File: src/rtl/urv_imem_bridge_if.sv
// Pipelined Wishbone-style instruction bus between urv_imem_bridge (master)
// and the instruction memory or slave fabric.
interface urv_imem_bridge_if;
  logic        cyc;
  logic        stb;
  logic [31:0] adr;
  logic        stall;
  logic        ack;
  logic [31:0] dat;

  modport master (output cyc, stb, adr, input stall, ack, dat);
  modport slave  (input cyc, stb, adr, output stall, ack, dat);
endinterface

File: src/rtl/urv_imem_bridge.sv
// Instruction-side bridge from urv_fetch to a single-outstanding pipelined bus.
// Optional one-entry hit buffer enabled by defining URV_IMEM_HIT_BUF_EN.
module urv_imem_bridge #(
  parameter int unsigned TIMEOUT_CYCLES = 255
) (
  input  logic                     clk_i,
  input  logic                     rst_n_i,
  input  logic [31:0]              im_addr_i,
  input  logic                     im_flush_i,
  output logic [31:0]              im_data_o,
  output logic                     im_valid_o,
  output logic                     im_timeout_o,
  urv_imem_bridge_if.master        ib
);

  localparam int CNT_W = (TIMEOUT_CYCLES == 0) ? 1 : $clog2(TIMEOUT_CYCLES + 1);
  localparam bit TMO_EN = (TIMEOUT_CYCLES != 0);
  localparam logic [CNT_W-1:0] TMO_LAST = CNT_W'(TIMEOUT_CYCLES - 1);

  typedef enum logic {IDLE, WAIT} state_e;

  state_e           state_q, state_d;
  logic [29:0]      req_addr_q, req_addr_d;
  logic [CNT_W-1:0] tmo_cnt_q, tmo_cnt_d;
  logic [31:0]      data_q, data_d;
  logic             valid_q, valid_d;
  logic             timeout_q, timeout_d;
  logic             cyc, stb;
  logic [31:0]      adr;
  logic             hit;
  logic             deliver;
  logic             unused_inputs;

`ifdef URV_IMEM_HIT_BUF_EN
  logic             hb_valid_q, hb_valid_d;
  logic [29:0]      hb_addr_q, hb_addr_d;
  logic [31:0]      hb_data_q, hb_data_d;

  assign hit = hb_valid_q && (im_addr_i[31:2] == hb_addr_q) && !im_flush_i;
  assign unused_inputs = ^im_addr_i[1:0];
`else
  assign hit = 1'b0;
  assign unused_inputs = ^{im_flush_i, im_addr_i[1:0]};
`endif

  always_comb begin
    state_d    = state_q;
    req_addr_d = req_addr_q;
    tmo_cnt_d  = tmo_cnt_q;
    data_d     = data_q;
    valid_d    = 1'b0;
    timeout_d  = 1'b0;
    cyc        = 1'b0;
    stb        = 1'b0;
    adr        = {req_addr_q, 2'b00};
    deliver    = 1'b0;

    case (state_q)
      IDLE: begin
        if (hit) begin
`ifdef URV_IMEM_HIT_BUF_EN
          data_d  = hb_data_q;
`endif
          valid_d = 1'b1;
        end else begin
          cyc = 1'b1;
          stb = 1'b1;
          adr = {im_addr_i[31:2], 2'b00};
          if (!ib.stall) begin
            req_addr_d = im_addr_i[31:2];
            tmo_cnt_d  = '0;
            state_d    = WAIT;
          end
        end
      end
      WAIT: begin
        cyc = 1'b1;
        // A redirected fetch address means the returning word is stale.
        if (ib.ack) begin
          state_d = IDLE;
          if (im_addr_i[31:2] == req_addr_q) begin
            data_d  = ib.dat;
            valid_d = 1'b1;
            deliver = 1'b1;
          end
        end else if (TMO_EN && (tmo_cnt_q == TMO_LAST)) begin
          state_d   = IDLE;
          timeout_d = 1'b1;
        end else if (tmo_cnt_q != '1) begin
          tmo_cnt_d = tmo_cnt_q + 1'b1;
        end
      end
      default: state_d = IDLE;
    endcase
  end

`ifdef URV_IMEM_HIT_BUF_EN
  always_comb begin
    hb_valid_d = hb_valid_q;
    hb_addr_d  = hb_addr_q;
    hb_data_d  = hb_data_q;
    if (deliver) begin
      hb_valid_d = 1'b1;
      hb_addr_d  = req_addr_q;
      hb_data_d  = ib.dat;
    end
    if (im_flush_i) hb_valid_d = 1'b0;
  end

  always_ff @(posedge clk_i or negedge rst_n_i) begin
    if (!rst_n_i) begin
      hb_valid_q <= 1'b0;
      hb_addr_q  <= '0;
      hb_data_q  <= '0;
    end else begin
      hb_valid_q <= hb_valid_d;
      hb_addr_q  <= hb_addr_d;
      hb_data_q  <= hb_data_d;
    end
  end
`endif

  always_ff @(posedge clk_i or negedge rst_n_i) begin
    if (!rst_n_i) begin
      state_q    <= IDLE;
      req_addr_q <= '0;
      tmo_cnt_q  <= '0;
      data_q     <= '0;
      valid_q    <= 1'b0;
      timeout_q  <= 1'b0;
    end else begin
      state_q    <= state_d;
      req_addr_q <= req_addr_d;
      tmo_cnt_q  <= tmo_cnt_d;
      data_q     <= data_d;
      valid_q    <= valid_d;
      timeout_q  <= timeout_d;
    end
  end

  // Gating with reset keeps the bus quiet while reset is asserted, even in IDLE.
  assign ib.cyc       = cyc & rst_n_i;
  assign ib.stb       = stb & rst_n_i;
  assign ib.adr       = adr;
  assign im_data_o    = data_q;
  assign im_valid_o   = valid_q;
  assign im_timeout_o = timeout_q;

endmodule

File: src/flat_wrapper.sv
// flat-port wrapper written by rule: the top's interface ports become plain ports
module urv_imem_bridge_flat 
#(
  parameter int unsigned TIMEOUT_CYCLES = 255
)
  (clk_i, rst_n_i, im_addr_i, im_flush_i, im_data_o, im_valid_o, im_timeout_o, ib_cyc, ib_stb, ib_adr, ib_stall, ib_ack, ib_dat);
  urv_imem_bridge_if ib_i ();
  input  logic clk_i;
  input  logic rst_n_i;
  input  logic [31:0] im_addr_i;
  input  logic im_flush_i;
  output logic [31:0] im_data_o;
  output logic im_valid_o;
  output logic im_timeout_o;
  output wire logic [$bits(ib_i.cyc)-1:0] ib_cyc;
  output wire logic [$bits(ib_i.stb)-1:0] ib_stb;
  output wire logic [$bits(ib_i.adr)-1:0] ib_adr;
  input wire logic [$bits(ib_i.stall)-1:0] ib_stall;
  input wire logic [$bits(ib_i.ack)-1:0] ib_ack;
  input wire logic [$bits(ib_i.dat)-1:0] ib_dat;
  assign ib_cyc = ib_i.cyc;
  assign ib_stb = ib_i.stb;
  assign ib_adr = ib_i.adr;
  assign ib_i.stall = ib_stall;
  assign ib_i.ack = ib_ack;
  assign ib_i.dat = ib_dat;
  urv_imem_bridge #(.TIMEOUT_CYCLES(TIMEOUT_CYCLES)) u_core (.clk_i(clk_i), .rst_n_i(rst_n_i), .im_addr_i(im_addr_i), .im_flush_i(im_flush_i), .im_data_o(im_data_o), .im_valid_o(im_valid_o), .im_timeout_o(im_timeout_o), .ib(ib_i));
endmodule
File: config.mk
export PLATFORM = sky130hd
export DESIGN_NAME = urv_imem_bridge_flat
export DESIGN_NICKNAME = d
export VERILOG_FILES = /design/src/rtl/urv_imem_bridge_if.sv /design/src/rtl/urv_imem_bridge.sv /design/src/flat_wrapper.sv
export SDC_FILE = /design/constraint.sdc
export NUM_CORES = 1
export LEC_CHECK = 0
export CORE_MARGIN = 4
export CORE_UTILIZATION = 35
export CTS_BUF_LIST = sky130_fd_sc_hd__clkbuf_8 sky130_fd_sc_hd__clkbuf_16
export DETAILED_ROUTE_END_ITERATION = 16
export PLACE_DENSITY = 0.65
export SLEW_MARGIN = 20
export SYNTH_ARGS = -nofsm -noshare
export SYNTH_HDL_FRONTEND = slang
export SYNTH_SLANG_ARGS = --single-unit
File: constraint.sdc
create_clock -name clk_i -period 2.8 [get_ports clk_i]
set_clock_uncertainty 0.05 [all_clocks]
set_input_delay 0.42 -clock clk_i [delete_from_list [all_inputs] [get_ports clk_i]]
set_output_delay 0.42 -clock clk_i [all_outputs]
set_load 0.05 [all_outputs]
==> run metrics <==
run status complete, no violations; Top Metal Used met4; row count 37; Setup crit start kind input pin; Ant. Diodes 0; Leak Pwr 2.393 nW; post-synthesis simple-gate area fraction 7.248%; CP Data Required Time 2.97 ns; metal3 WL 660 um; R2R Setup Slk just under 0.7 ns; First-pass DRT Iterations 4; vias in the first global route 2,824; #FFs+latches synth 73; sequential area share after synthesis 47.88%; CTS tree yes; most frequently used flop master after synthesis dfrtp_1; Peak VDD IR around 0.30 mV; total power 0.003444 W; final slew viol count 0; R2R Path End u_core.im_data_o[26]$_DFFE_PN0P_; final core utilization between 50% and 60%; core area between 10,000 and 15,000 um^2; Ports around 140; fin crit period 2.303 ns; DR WL/cell 16.03 um; DPL Wire Length 6.619 mm; All-Layer GR Usage 14.42%; Synth area leaders dfrtp_1, mux2_2, mux2_4; Mapped Cells 276; # port buffers 131; crit-path leading delay family simple AND/OR/NAND/NOR gates; largest net degree at the start of global routing 41; syn_area_per_cell roughly 14 um^2; synth warn 0; count leader, synth dfrtp_1; RSZ-0062 raised after global routing no; Max transition margin 43.53%; WP data arrival 2.47 ns; Via Count 2,629; Placer Congestion approximately 0.77; r2r startpoint u_core.req_addr_q[24]$_DFFE_PN0P_; CTS Sinks 73; final setup fails 0; CTS root buf clkbuf_8; fmax 0.4343 GHz; Clock Pin Slew Worst Setup and Hold Paths about 0.08 ns; area share of the largest cell type after synthesis 47.88%; synthesized cell area approximately 3800 um^2; Post-synth EDFFs 0; worst-path maximum fanout 19; grt ovf 0; power density cells 600.2 nW/um^2; delay of the slowest critical-path stage 0.55 ns; synthesis-to-layout area growth 50.41%; Final period util 82.24%; ys async rst share 100.0%; Buf+Inv Stages, Crit Path 2; Detail Route Antenna Nets 0; Iteration-0 DRC Markers around 80; r2r worst-path depth 6; commonest cells in the netlist dfrtp_1, mux2_2, mux2_4; initial core utilization 36.46%; CP max stage cell clkdlybuf4s50_1; worst skew pair latency 0.34 ns; Crit. End Element flop; FILL cells 925; vias per std cell roughly 4.8; xor-xnor portion of the synthesized cell area 9.019%; routed wl met2 3.949 mm; met1 WL 4.108 mm; critical path, cell by cell clkdlybuf4s50_1, xnor2_2, nand4_1, nor4b_2, and4_2, buf_12, mux2_4; die area 12,630 um^2; cell taking the most area after synthesis dfrtp_1; Cell Area, Placed 5542 um^2; largest family of logic cells by synthesized area multiplexers; max-cap violation count 0; Layout Nets 480; synth unique cells 34; Bufs on Longest Clock Path 2; CTS Buf Count 9; cts-stage hold buffer count 0; first-pass GRT wire length 14.75 mm; mux contribution to synthesized area 30.11%; Worst Hold Class input pin to async pin; routed wire length 8.815 mm; share of cells above drive strength 1 37.20%; # DRC 0; adder-cell area share of the yosys netlist 0.6560%; die extent in y about 110 um; setup TNS 0 ns; worst-margin pin slew about 0.84 ns; die span in x about 110 um; Crit Path Class input pin to flop; CTS HTree Levels 3; final hold vios 0; total of cells resized after clock tree synthesis 0; antenna violations before repair 0; Finished Cell Area 5738 um^2; # Post-CTS Setup Buffers 0; Synth Area in Compound Gates roughly 1.2%
-- metal layers --
layer | vias to the layer above | GRT usage (%)
li1 | 1250 | -
met3 | 9 | 4.151
met4 | 0 | 3.606
met2 | 99 | 22.69
met1 | 1271 | 19.67
met5 | - | 0
-- worst register-to-register path, delay by kind of cell, from the launching register on --
| kind | cells | cell delay [ns] |
|---|---|---|
| AND/OR/NAND/NOR | 3 | 0.73 |
| flip-flops | 1 | 0.40 |
| multiplexers | 1 | 0.33 |
| XOR/XNOR | 1 | 0.28 |
| buffers and inverters | 1 | 0.22 |
-- report_power, final --
part           leakage (nW)  internal, W  switching (W)
combinational          1.36     0.000700       0.000667
sequential            0.947      0.00116       0.000104
clock                0.0889     0.000409       0.000399
total                  2.39      0.00227        0.00117
-- flip-flops by register name, indices dropped and copies added, names as in the netlist --
name,count
u_core.im_data_o,32
u_core.im_timeout_o,1
u_core.tmo_cnt_q,8
u_core.state_q,1
u_core.req_addr_q,30
u_core.im_valid_o,1
-- layout make-up --
type / instances / area (um^2) / share of cell area [%]
clock buffers: 9 / 123.9 / 2.159
multi-input cells: 185 / 1851 / 32.25
inverters: 4 / 15.01 / 0.2617
well taps: 136 / 170.2 / 2.966
repair buffers: 136 / 1679 / 29.26
flip-flops and latches: 73 / 1827 / 31.84
clock inverters: 7 / 72.57 / 1.265
-- through the flow --
stage | hold WS [ns] | std cells | setup slack (ns)
floorplan | 0.07441 | 277 | 0.8973
CTS | 0.09652 | 550 | 0.4511
finish | 0.09131 | 550 | 0.4974
global route | 0.1233 | 550 | 0.3586
global placement | 0.4402 | 534 | 0.1173
detailed placement | 0.4422 | 534 | 0.08802
-- cells by family after synthesis --
logic type,count (synthesis)
fa+ha+maj,2
mux,92
compound gates,7
buf+inv,19
simple gates,47
other cells,1
xor+xnor,35
flops,73
-- placed cells by master, fill, tap and decap left out --
master           count
mux2_4              30
clkinv_4             1
nand4_1              9
nor2_1               8
or4b_2               1
dfrtp_1             73
clkbuf_8             9
or2_2                1
inv_1                5
o211ai_1             1
bufinv_16            1
o311a_1              1
nand2_1              7
ha_1                 2
xor2_1               9
nand3_1              5
clkdlybuf4s50_1     98
nor3b_1              2
o21ai_0              3
mux2_2              62
and3_1               1
xnor2_2              5
nor4_1               4
nor4b_2              1
and4_2               1
nor4b_1              3
xnor2_1             21
and3b_1              1
nor3_1               1
nor2b_1              2
o31ai_1              2
buf_12              33
clkinvlp_4           4
buf_4                5
conb_1               2
-- how the worst max path moves through the flow --
| stage | start | endpoint | cells after the start |
|---|---|---|---|
| after global placement | im_addr_i[21] | u_core.im_data_o[11]$_DFFE_PN0P_ | 7 |
| final | im_addr_i[12] | u_core.im_data_o[26]$_DFFE_PN0P_ | 7 |
| after CTS | im_addr_i[12] | u_core.im_data_o[26]$_DFFE_PN0P_ | 7 |
| after detailed placement | im_addr_i[12] | u_core.im_data_o[16]$_DFFE_PN0P_ | 7 |
| after global routing | im_addr_i[13] | u_core.im_data_o[9]$_DFFE_PN0P_ | 7 |
| after floorplan | u_core.state_q$_DFF_PN0_ | ib_stb | 3 |
No activity file was read; power rests on OpenSTA's default activity.
==> patch: new RTL, same settings <==
`TIMEOUT_CYCLES` is set to 255 in 2 places; all go to 510.
--- a/src/rtl/urv_imem_bridge.sv
+++ b/src/rtl/urv_imem_bridge.sv
@@ -3,3 +3,3 @@
 module urv_imem_bridge #(
-  parameter int unsigned TIMEOUT_CYCLES = 255
+  parameter int unsigned TIMEOUT_CYCLES = 510
 ) (
--- a/src/flat_wrapper.sv
+++ b/src/flat_wrapper.sv
@@ -3,3 +3,3 @@
 #(
-  parameter int unsigned TIMEOUT_CYCLES = 255
+  parameter int unsigned TIMEOUT_CYCLES = 510
 )
Behaviour: same outputs for any inputs over 10 cycles, from zero or initial values and one cycle with rst_n_i low; that may be too few to reach the edited logic, so the function may still have changed.
==> patch against the unedited design <==
  * Worst setup slack got worse by 0.097 ns
  * Non-clock buffer count grew 1
  * Synthesized cell count is 4.0% higher
  * Power is 6.5% higher
  * Cell area down 0.68%
  * Wire length grew 2.0%
  * Largest cell class is now registers
  * Clock power grew 26%
  * Register-to-register slack got worse by 0.18 ns
  * Area after synthesis down 3.3%
  * Die area shrank 3.0%
  * Fmax is 4.0% lower
  * Sequential cell count increased by 1
  * Sequential share of layout area increased by 0.66 points
==> patch: results (changes against the unedited design) <==
metric	value	unit	change
finalNetCount	494		was 480
grt_pass1_wl	15160	um	was 14,750 um
cp_max_fo	32		was 19
synth_compound_area_share	0.8138	%	was 1.246%
port_buffers	131		unchanged
clkLatencyLatePin	0.34	ns	about the same
grt_max_degree	49		was 41
status	finished clean		unchanged
grt_pass1_vias	2918		was 2,824
grt_use_total	15.10	%	was 14.42%
tightestPinTransition	0.6719	ns	was 0.8398 ns
drive_gt1_share	34.66	%	was 37.20%
dp_slack	0.05197	ns	was 0.08802 ns
vdd_drop_max	503.6	uV	was 298.0 uV
synth_common_cells	mux2_2, dfrtp_1, xor2_1		was dfrtp_1, mux2_2, mux2_4
synth.distinct_cells	28		was 34
yosys_warnings	0		unchanged
via_per_inst	4.730		was 4.780
hpwl	6571	um	was 6619 um
place.gp.congestion	0.7569		was 0.7696
place_inst	546		was 534
seq_area_frac_synth	50.19	%	was 47.88%
routedWlPerCell	15.97	um	was 16.03 um
synth-main-ff-cell	dfrtp_1		unchanged
synthAdderAreaFrac	1.017	%	was 0.6560%
drt_iter0_markers	94		was 78
synth-xor-area-share	8.308	%	was 9.019%
vias	2663		was 2,629
dpl-instance-area	5438	um2	was 5542 um2
hp-class	reg2reg		was in2async
syn_avg_cell_area	12.86	um2	was 13.82 um2
largest_register_ffs	32		unchanged
power_leakage	2.445	nW	was 2.393 nW
cts-buffers-inserted	9		unchanged
n_antenna_cell	0		unchanged
synth_mux_area_share	28.38	%	was 30.11%
syn_to_final_growth	54.46	%	was 50.41%
n_fill_cell	920		was 925
synth_area_leaders	dfrtp_1, mux2_2, xor2_1		was dfrtp_1, mux2_2, mux2_4
clock_path_buffers	2		unchanged
worst_ep_arrival_time	2.57	ns	was 2.47 ns
patch: changes by cell type in the layout (fill, tap and decap cells not counted), sizes merged, moves of 3 or more:
| cell | unedited run | this run |
|---|---|---|
| xnor2 | 26 | 9 |
| nand4 | 9 | 6 |
| xor2 | 9 | 26 |
| nor2 | 8 | 21 |
| inv | 5 | 2 |
| nor4b | 4 | 1 |
| nor4 | 4 | 10 |
| nor3 | 1 | 7 |
patch: what timing repair did:
item,4_1_cts,5_1_grt
hold buffers,1,0
setup endpoints to repair,0,0
setup buffers,0,0
hold endpoints to repair,26,0
resized for setup,0,0
patch: area by class of cell:
type	instances	share of cell area [%]
Clock buffer	10	2.415
Clock inverter	6	1.998
Inverter	2	0.1317
Multi-Input combinational cell	198	30.78
Sequential cell	74	32.49
Tap cell	136	2.986
Timing Repair Buffer	137	29.20
patch: report_power, final:
part	internal, mW	switching (mW)	total [mW]
clock	0.618	0.404	1.02
combinational	0.678	0.684	1.36
sequential	1.18	0.100	1.29
patch: final timing paths:
check,from,slack (ns),end,depth (start not counted)
max,im_addr_i[28],0.40,u_core.im_data_o[0],7
min,u_core.im_data_o[29],0.44,u_core.im_data_o[29],1
max reg2reg,u_core.state_q,0.50,u_core.tmo_cnt_q[0],5
min reg2reg,u_core.im_data_o[29],0.44,u_core.im_data_o[29],1
max in group asynchronous,rst_n_i,1.21,u_core.im_data_o[2],3
min in group asynchronous,rst_n_i,0.51,u_core.req_addr_q[12],2
patch: critical path, cell delays in order:
cell and delay, ns:
clkdlybuf4s50_1 0.45, xor2_1 0.22, nor4_1 0.29, nand3_1 0.18
nor4b_4 0.38, buf_12 0.25, mux2_2 0.37
patch: per-layer routing:
metal  routed length (um)  global-route usage (%)
met2                 4524                   25.36
met3                  383                   4.640
met5                    0                       0
met4                   74                   2.956
met1                 4007                   19.34
